`src/rtl/param_pkg.sv`:
```
// Range-bound helpers and the increment/overflow/saturate arithmetic shared by
// the incrementer stage and anything that needs to model it.
package param_pkg;

    // Widest operand the helpers support. Operands must be strictly narrower.
    localparam int MAX_W = 32;

    typedef struct packed {
        logic             ovf;
        logic [MAX_W-1:0] data;
    } calc_t;

    function automatic longint umax(input int width);
        return (64'sd1 <<< width) - 64'sd1;
    endfunction

    function automatic longint smin(input int width);
        return -(64'sd1 <<< (width - 1));
    endfunction

    function automatic longint smax(input int width);
        return (64'sd1 <<< (width - 1)) - 64'sd1;
    endfunction

    // 64-bit signed math is exact for any legal increment, so it yields the
    // same answer as a WIDTH+2-bit signed sum.
    function automatic calc_t calc(input logic [MAX_W-1:0] operand, input int width,
                                   input int inc, input bit signed_in, input bit sat);
        longint op;
        longint exact;
        longint lo;
        longint hi;
        longint masked;
        calc_t  r;
        op = {32'b0, operand};
        op = op & umax(width);
        if (signed_in && (op > smax(width)))
            op = op - (64'sd1 <<< width);
        exact = op + longint'(inc);
        lo    = signed_in ? smin(width) : 64'sd0;
        hi    = signed_in ? smax(width) : umax(width);
        r.ovf = (exact < lo) || (exact > hi);
        if (sat && (exact < lo))
            exact = lo;
        else if (sat && (exact > hi))
            exact = hi;
        masked = exact & umax(width);
        r.data = masked[MAX_W-1:0];
        return r;
    endfunction

endpackage

```
`src/rtl/inc_pipe_if.sv`:
```
// Operand-in / result-out stream bundle for the incrementer stage.
// Handshake: a beat moves on a rising edge where valid && ready are both high;
// a producer holds data stable while valid is high and ready is low.
interface inc_pipe_if #(
    parameter int WIDTH = 4
);
    logic [WIDTH-1:0] in_data;
    logic             in_valid;
    logic             in_ready;
    logic [WIDTH-1:0] out_data;
    logic             out_ovf;
    logic             out_valid;
    logic             out_ready;

    modport slave (
        input  in_data, in_valid, out_ready,
        output in_ready, out_data, out_ovf, out_valid
    );

    modport master (
        output in_data, in_valid, out_ready,
        input  in_ready, out_data, out_ovf, out_valid
    );
endinterface

```
`src/rtl/inc_fifo2.sv`:
```
// Two-entry synchronous FIFO; head is always in h0 so the read port is a plain
// register output.
module inc_fifo2 #(
    parameter int W = 5
) (
    input  logic         clk,
    input  logic         rst,
    input  logic         push,
    input  logic         pop,
    input  logic [W-1:0] wdata,
    output logic [W-1:0] rdata,
    output logic [1:0]   occ
);
    logic [W-1:0] h0;
    logic [W-1:0] h1;
    logic         do_push;
    logic         do_pop;

    assign do_push = push && (occ != 2'd2);
    assign do_pop  = pop && (occ != 2'd0);
    assign rdata   = h0;

    always_ff @(posedge clk) begin
        if (rst) begin
            occ <= 2'd0;
            h0  <= '0;
            h1  <= '0;
        end else begin
            case ({do_push, do_pop})
                2'b10: begin
                    if (occ == 2'd0) h0 <= wdata;
                    else             h1 <= wdata;
                    occ <= occ + 2'd1;
                end
                2'b01: begin
                    h0  <= h1;
                    occ <= occ - 2'd1;
                end
                2'b11: begin
                    if (occ == 2'd1) begin
                        h0 <= wdata;
                    end else begin
                        h0 <= h1;
                        h1 <= wdata;
                    end
                end
                default: ;
            endcase
        end
    end
endmodule

```
`src/rtl/inc_pipe.sv`:
```
// Registered, flow-controlled incrementer: adds INC to each accepted operand,
// flags/optionally clamps overflow, and buffers results in a 2-entry FIFO.
module inc_pipe
    import param_pkg::*;
#(
    parameter int WIDTH     = 4,
    parameter int INC       = 1,
    parameter bit SIGNED_IN = 1'b0,
    parameter bit SAT       = 1'b0
) (
    input  logic        clk,
    input  logic        rst,
    inc_pipe_if.slave   bus,
    output logic [15:0] count
);
    logic [1:0]     occ;
    logic           accept;
    logic           xfer;
    calc_t          res;
    logic [WIDTH:0] wdata;
    logic [WIDTH:0] rdata;
    logic           calc_unused;

    // in_ready depends only on registered occupancy and rst, never on out_ready.
    assign bus.in_ready  = (occ != 2'd2) && !rst;
    assign bus.out_valid = (occ != 2'd0);
    assign accept        = bus.in_valid && bus.in_ready;
    assign xfer          = bus.out_valid && bus.out_ready && !rst;

    always_comb begin
        res = calc({{(MAX_W-WIDTH){1'b0}}, bus.in_data}, WIDTH, INC, SIGNED_IN, SAT);
    end

    assign wdata       = {res.ovf, res.data[WIDTH-1:0]};
    assign calc_unused = ^res.data[MAX_W-1:WIDTH];

    inc_fifo2 #(.W(WIDTH + 1)) u_fifo (
        .clk   (clk),
        .rst   (rst),
        .push  (accept),
        .pop   (xfer),
        .wdata (wdata),
        .rdata (rdata),
        .occ   (occ)
    );

    assign bus.out_data = rdata[WIDTH-1:0];
    assign bus.out_ovf  = rdata[WIDTH];

    always_ff @(posedge clk) begin
        if (rst)       count <= 16'd0;
        else if (xfer) count <= count + 16'd1;
    end
endmodule

```
`src/flat_wrapper.sv`:
```
// flat-port wrapper written by rule: the top's interface ports become plain ports
module inc_pipe_flat import param_pkg::*;
#(
    parameter int WIDTH     = 4,
    parameter int INC       = 1,
    parameter bit SIGNED_IN = 1'b0,
    parameter bit SAT       = 1'b0
)
  (clk, rst, count, bus_in_data, bus_in_valid, bus_out_ready, bus_in_ready, bus_out_data, bus_out_ovf, bus_out_valid);
  inc_pipe_if #(.WIDTH(WIDTH)) bus_i ();
  input  logic clk;
  input  logic rst;
  output logic [15:0] count;
  input wire logic [$bits(bus_i.in_data)-1:0] bus_in_data;
  input wire logic [$bits(bus_i.in_valid)-1:0] bus_in_valid;
  input wire logic [$bits(bus_i.out_ready)-1:0] bus_out_ready;
  output wire logic [$bits(bus_i.in_ready)-1:0] bus_in_ready;
  output wire logic [$bits(bus_i.out_data)-1:0] bus_out_data;
  output wire logic [$bits(bus_i.out_ovf)-1:0] bus_out_ovf;
  output wire logic [$bits(bus_i.out_valid)-1:0] bus_out_valid;
  assign bus_i.in_data = bus_in_data;
  assign bus_i.in_valid = bus_in_valid;
  assign bus_i.out_ready = bus_out_ready;
  assign bus_in_ready = bus_i.in_ready;
  assign bus_out_data = bus_i.out_data;
  assign bus_out_ovf = bus_i.out_ovf;
  assign bus_out_valid = bus_i.out_valid;
  inc_pipe #(.WIDTH(WIDTH), .INC(INC), .SIGNED_IN(SIGNED_IN), .SAT(SAT)) u_core (.clk(clk), .rst(rst), .bus(bus_i), .count(count));
endmodule
```
`config.mk`:
```
export PLATFORM = sky130hd
export DESIGN_NAME = inc_pipe_flat
export DESIGN_NICKNAME = d
export VERILOG_FILES = /design/src/rtl/param_pkg.sv /design/src/rtl/inc_pipe_if.sv /design/src/rtl/inc_fifo2.sv /design/src/rtl/inc_pipe.sv /design/src/flat_wrapper.sv
export SDC_FILE = /design/constraint.sdc
export NUM_CORES = 1
export LEC_CHECK = 0
export BUFFER_PORTS_ARGS = -buffer_cell sky130_fd_sc_hd__buf_2
export CORE_UTILIZATION = 45
export DETAILED_ROUTE_END_ITERATION = 8
export PLACE_DENSITY = 0.64
export SLEW_MARGIN = 0
export SYNTH_ARGS = -nofsm -noshare
export SYNTH_HDL_FRONTEND = slang
export SYNTH_HIERARCHICAL = 1
export SYNTH_SLANG_ARGS = --single-unit
```
`constraint.sdc`:
```
create_clock -name clk -period 5 [get_ports clk]
set_input_delay 0.25 -clock clk [delete_from_list [all_inputs] [get_ports clk]]
set_output_delay 0.25 -clock clk [all_outputs]
set_load 0.05 [all_outputs]
```
==> PnR_summary.wiki <==
{| class="wikitable"
! Metric !! Value
|-
| Most numerous cell in the Yosys netlist || sky130_fd_sc_hd__dfxtp_1
|-
| Count of cells along the worst register-to-register path || 10
|-
| Cell type with the highest aggregate area in the netlist || sky130_fd_sc_hd__dfxtp_1
|-
| Clock tree root buffer cell || sky130_fd_sc_hd__clkbuf_4
|-
| Fraction of registers with async set/reset || 0
|-
| Wire length of the first global-routing pass || 4.87 mm
|-
| Timing startpoint of the critical path || u_core/u_fifo/occ[0]
|-
| LEAKAGE || 0.754 nW
|-
| Area occupied by registers || 561 sq um
|-
| Final layout net count || 217
|-
| Net switching power || 0.153 mW
|-
| Max Clock Skew || 1.63 ps
|-
| Initial antenna violation count || 0
|-
| R2R Path Start || u_core/u_fifo/occ[0]
|-
| Number of post-CTS setup repair buffers || 0
|-
| Yosys cell types || 39
|-
| Average via count per standard cell || 5.27
|-
| First-iteration detailed-routing DRC count || 76
|-
| Post-route DRC || 0
|-
| Synth area leaders || sky130_fd_sc_hd__dfxtp_1, sky130_fd_sc_hd__ha_1, sky130_fd_sc_hd__nor2_1, sky130_fd_sc_hd__mux2i_1, sky130_fd_sc_hd__xnor2_1
|-
| Largest fanout of any net on the critical path || 11
|-
| Count of synthesis-stage warnings from yosys || 6
|-
| Port bufs || 30
|-
| Detailed Routing Iterations Pass 1 || 4
|-
| Clock tree buffer depth || 2
|-
| Cell Int Power || 0.350 mW
|-
| Slowest Stage Delay on Critical Path || 470 ps
|-
| Die height || 59.5 um
|-
| Syn Nets || 188
|-
| Share of the yosys chip area belonging to registers || 0.376
|-
| Switching Share || 0.304
|-
| Critical path start-end classification || reg2reg
|-
| Sum of net half-perimeters after detailed placement || 2.16 mm
|-
| Routed wire length || 2.90 mm
|-
| Slew headroom || 0.561
|-
| Endpoint arrival time on the critical path || 2530 ps
|-
| # fillers || 297
|-
| Weighted congestion reported at the end of routability-driven placement || 0.772
|-
| Standard cell area after detailed placement || 0.00167 sq mm
|-
| Count of buffer and inverter cells on the critical path || 2
|-
| Number of global-route vias before repair || 1144
|-
| Num ports || 31
|-
| Kind of cell adding the most delay to the critical path || simple AND/OR/NAND/NOR gates
|-
| Share of final-layout standard cells stronger than drive strength 1 || 0.234
|-
| Worst voltage drop across the vdd grid || 0.144 mV
|-
| Max-slew violation count || 0
|-
| Post-Syn Area || 0.00149 sq mm
|-
| Skew-Pair Late Insertion Delay || 330 ps
|-
| Placeable Area || 0.00310 sq mm
|-
| Avg Inst Size Synth || 8.82 sq um
|-
| Fraction of power consumed by sequential logic || 0.483
|-
| Width of the die || 59.5 um
|-
| Maximum clock rate || 432 MHz
|-
| Number of placed cells counting well taps || 237
|-
| Final Critical Period || 2310 ps
|-
| Worst hold path depth || 4
|-
| # resized after CTS || 0
|-
| Combinational power share || 0.217
|-
| Setup TNS || 0 ps
|-
| Wirelength per Cell || 12.0 um
|-
| CTS tree || built
|-
| Setup repair after global routing missed its margin || no
|-
| Worst-path cell chain || o21ai_0 > buf_4 > nor2_1 > nor2b_2 > inv_1 > ha_1 > nor2b_1 > o21ai_4 > mux2i_1 > nor2_1
|-
| Fraction of synthesized cell area taken by the top area cell type || 0.376
|-
| Area growth syn-to-layout || 15.4%
|-
| Number of rows created at floorplan || 20
|-
| Number of buffers added to fix hold violations after cts || 0
|-
| Initial Utilization || 0.480
|-
| Ant diodes || 0
|-
| Power Density || 292 mW/mm^2
|-
| Number of clock sinks seen by CTS || 28
|-
| Max H-tree Level || 1
|-
| Number of register bits inferred by synthesis || 28
|-
| Critical Path Sink Type || flop
|-
| Number of vias after detailed routing || 1269
|-
| Clock buffer count from CTS || 3
|-
| Clock network fraction of design power || 0.300
|-
| Run status || completed
|-
| Total Die Area || 0.00355 sq mm
|-
| Crit start category || flop
|-
| Post-route cell area || 0.00172 sq mm
|-
| Final number of setup-violating endpoints || 0
|-
| Cell count along the critical path || 10
|-
| Post-CTS clock slew at the launch and capture registers of the worst setup and hold paths || 160 ps
|-
| Leading cell types by count after synthesis || sky130_fd_sc_hd__dfxtp_1, sky130_fd_sc_hd__nor2_1, sky130_fd_sc_hd__ha_1
|-
| Final cell count without fillers || 241
|-
| Multi-input logic area || 865 sq um
|-
| Worst hold path class || in2reg
|-
| Final Total Pwr || 0.503 mW
|-
| Largest net degree at the start of global routing || 40
|-
| Max stage delay cell, worst path || sky130_fd_sc_hd__dfxtp_1
|-
| Post-synth EDFFs || 0
|-
| Required time reported for the critical path endpoint || 5220 ps
|-
| Max-cap violation count || 0
|-
| Final Core Density || 0.554
|-
| Final clock period utilization by the worst path || 0.463
|-
| Remaining global-route overflow || 0
|-
| Global-route usage over all layers || 0.179
|-
| Worst Max-Slew Pin Slew || 659 ps
|-
| Final number of hold-violating endpoints || 0
|-
| Startpoint of the lowest-slack hold path || bus_in_data[3]
|-
| Most numerous cell on the critical path || sky130_fd_sc_hd__nor2_1
|-
| Number of instances in the synthesized netlist || 169
|-
| Antenna-violating nets left || 0
|-
| Dominant synthesized flop cell || sky130_fd_sc_hd__dfxtp_1
|}
[layout by cell type, fill, tap and decap left out, drive strengths merged]
| master | instances |
|---|---|
| buf | 31 |
| dfxtp | 28 |
| nor2 | 24 |
| ha | 11 |
| inv | 8 |
| nor3 | 8 |
| o21ai | 8 |
| a21oi | 8 |
| nand3 | 7 |
| nor2b | 7 |
| xnor2 | 6 |
| nand2 | 6 |
| mux2i | 6 |
| a221oi | 5 |
| xor2 | 4 |
| nand4 | 4 |
| or3 | 4 |
| clkbuf | 3 |
| nor4 | 3 |
| mux2 | 2 |
| bufinv | 1 |
| or2 | 1 |
| and2 | 1 |
| a21boi | 1 |
| or4 | 1 |
| o31ai | 1 |
| nor4b | 1 |
| and4 | 1 |
| nand2b | 1 |
| a31o | 1 |
| and2b | 1 |
| o21a | 1 |
| a21o | 1 |
| a211oi | 1 |
[sequential cells by signal (all words and copies together) (netlist names)]
name / count
u_core/u_fifo/rdata: 5
u_core/count: 16
u_core/u_fifo/h1: 5
u_core/u_fifo/occ: 2
[routing by layer]
layer | track usage | vias to the layer above | wire [um]
li1 | - | 646 | -
met1 | 0.215 | 600 | 1370
met2 | 0.323 | 19 | 1440
met3 | 0.0262 | 4 | 58
met4 | 0.0598 | 0 | 24
met5 | 0 | - | 0
[worst min-delay path, cell delays in order]
cell,delay [ps]
sky130_fd_sc_hd__buf_2,90
sky130_fd_sc_hd__xnor2_1,80
sky130_fd_sc_hd__mux2i_1,120
sky130_fd_sc_hd__nor2_1,50
[power by group through the flow]
stage	Clock, mW	Combinational [mW]	Sequential (mW)
2_1_floorplan	0	0.0639	0.268
3_3_place_gp	0	0.106	0.248
3_5_place_dp	0	0.109	0.248
4_1_cts	0.154	0.109	0.243
5_1_grt	0.164	0.118	0.245
6_report	0.151	0.109	0.243
[cells by family after synthesis]
family | count (synthesis) | synth area share
adders and majority gates | 11 | 0.0924
AOI/OAI and AO/OA | 27 | 0.130
muxes | 8 | 0.0554
DFF | 28 | 0.376
buffers and inverters | 15 | 0.0437
and+or+nand+nor | 70 | 0.244
xor gates and xnor gates | 10 | 0.0588
[through the flow]
| stage | hold slack [ps] | setup WS [ps] |
|---|---|---|
| after global routing | 297 | 2460 |
| after CTS | 282 | 2700 |
| final | 291 | 2690 |
| after global placement | 470 | 2620 |
| after floorplan | 328 | 2130 |
| after detailed placement | 479 | 2500 |
[worst paths after layout]
path / end / slack [ps]
worst max-delay path: u_core/u_fifo/h1[0] / 2690
worst min-delay path: u_core/u_fifo/h1[3] / 290
worst max register to register: u_core/u_fifo/h1[0] / 2690
worst min register to register: u_core/count[15] / 500
[final cells by class]
cell class	count	area share
multi-input cells	126	0.503
flip-flops and latches	28	0.326
repair buffers	31	0.0916
well taps	44	0.0320
clock inverters	1	0.0175
inverters	8	0.0175
clock buffers	3	0.0131
No activity file was read; power rests on OpenSTA's default activity.
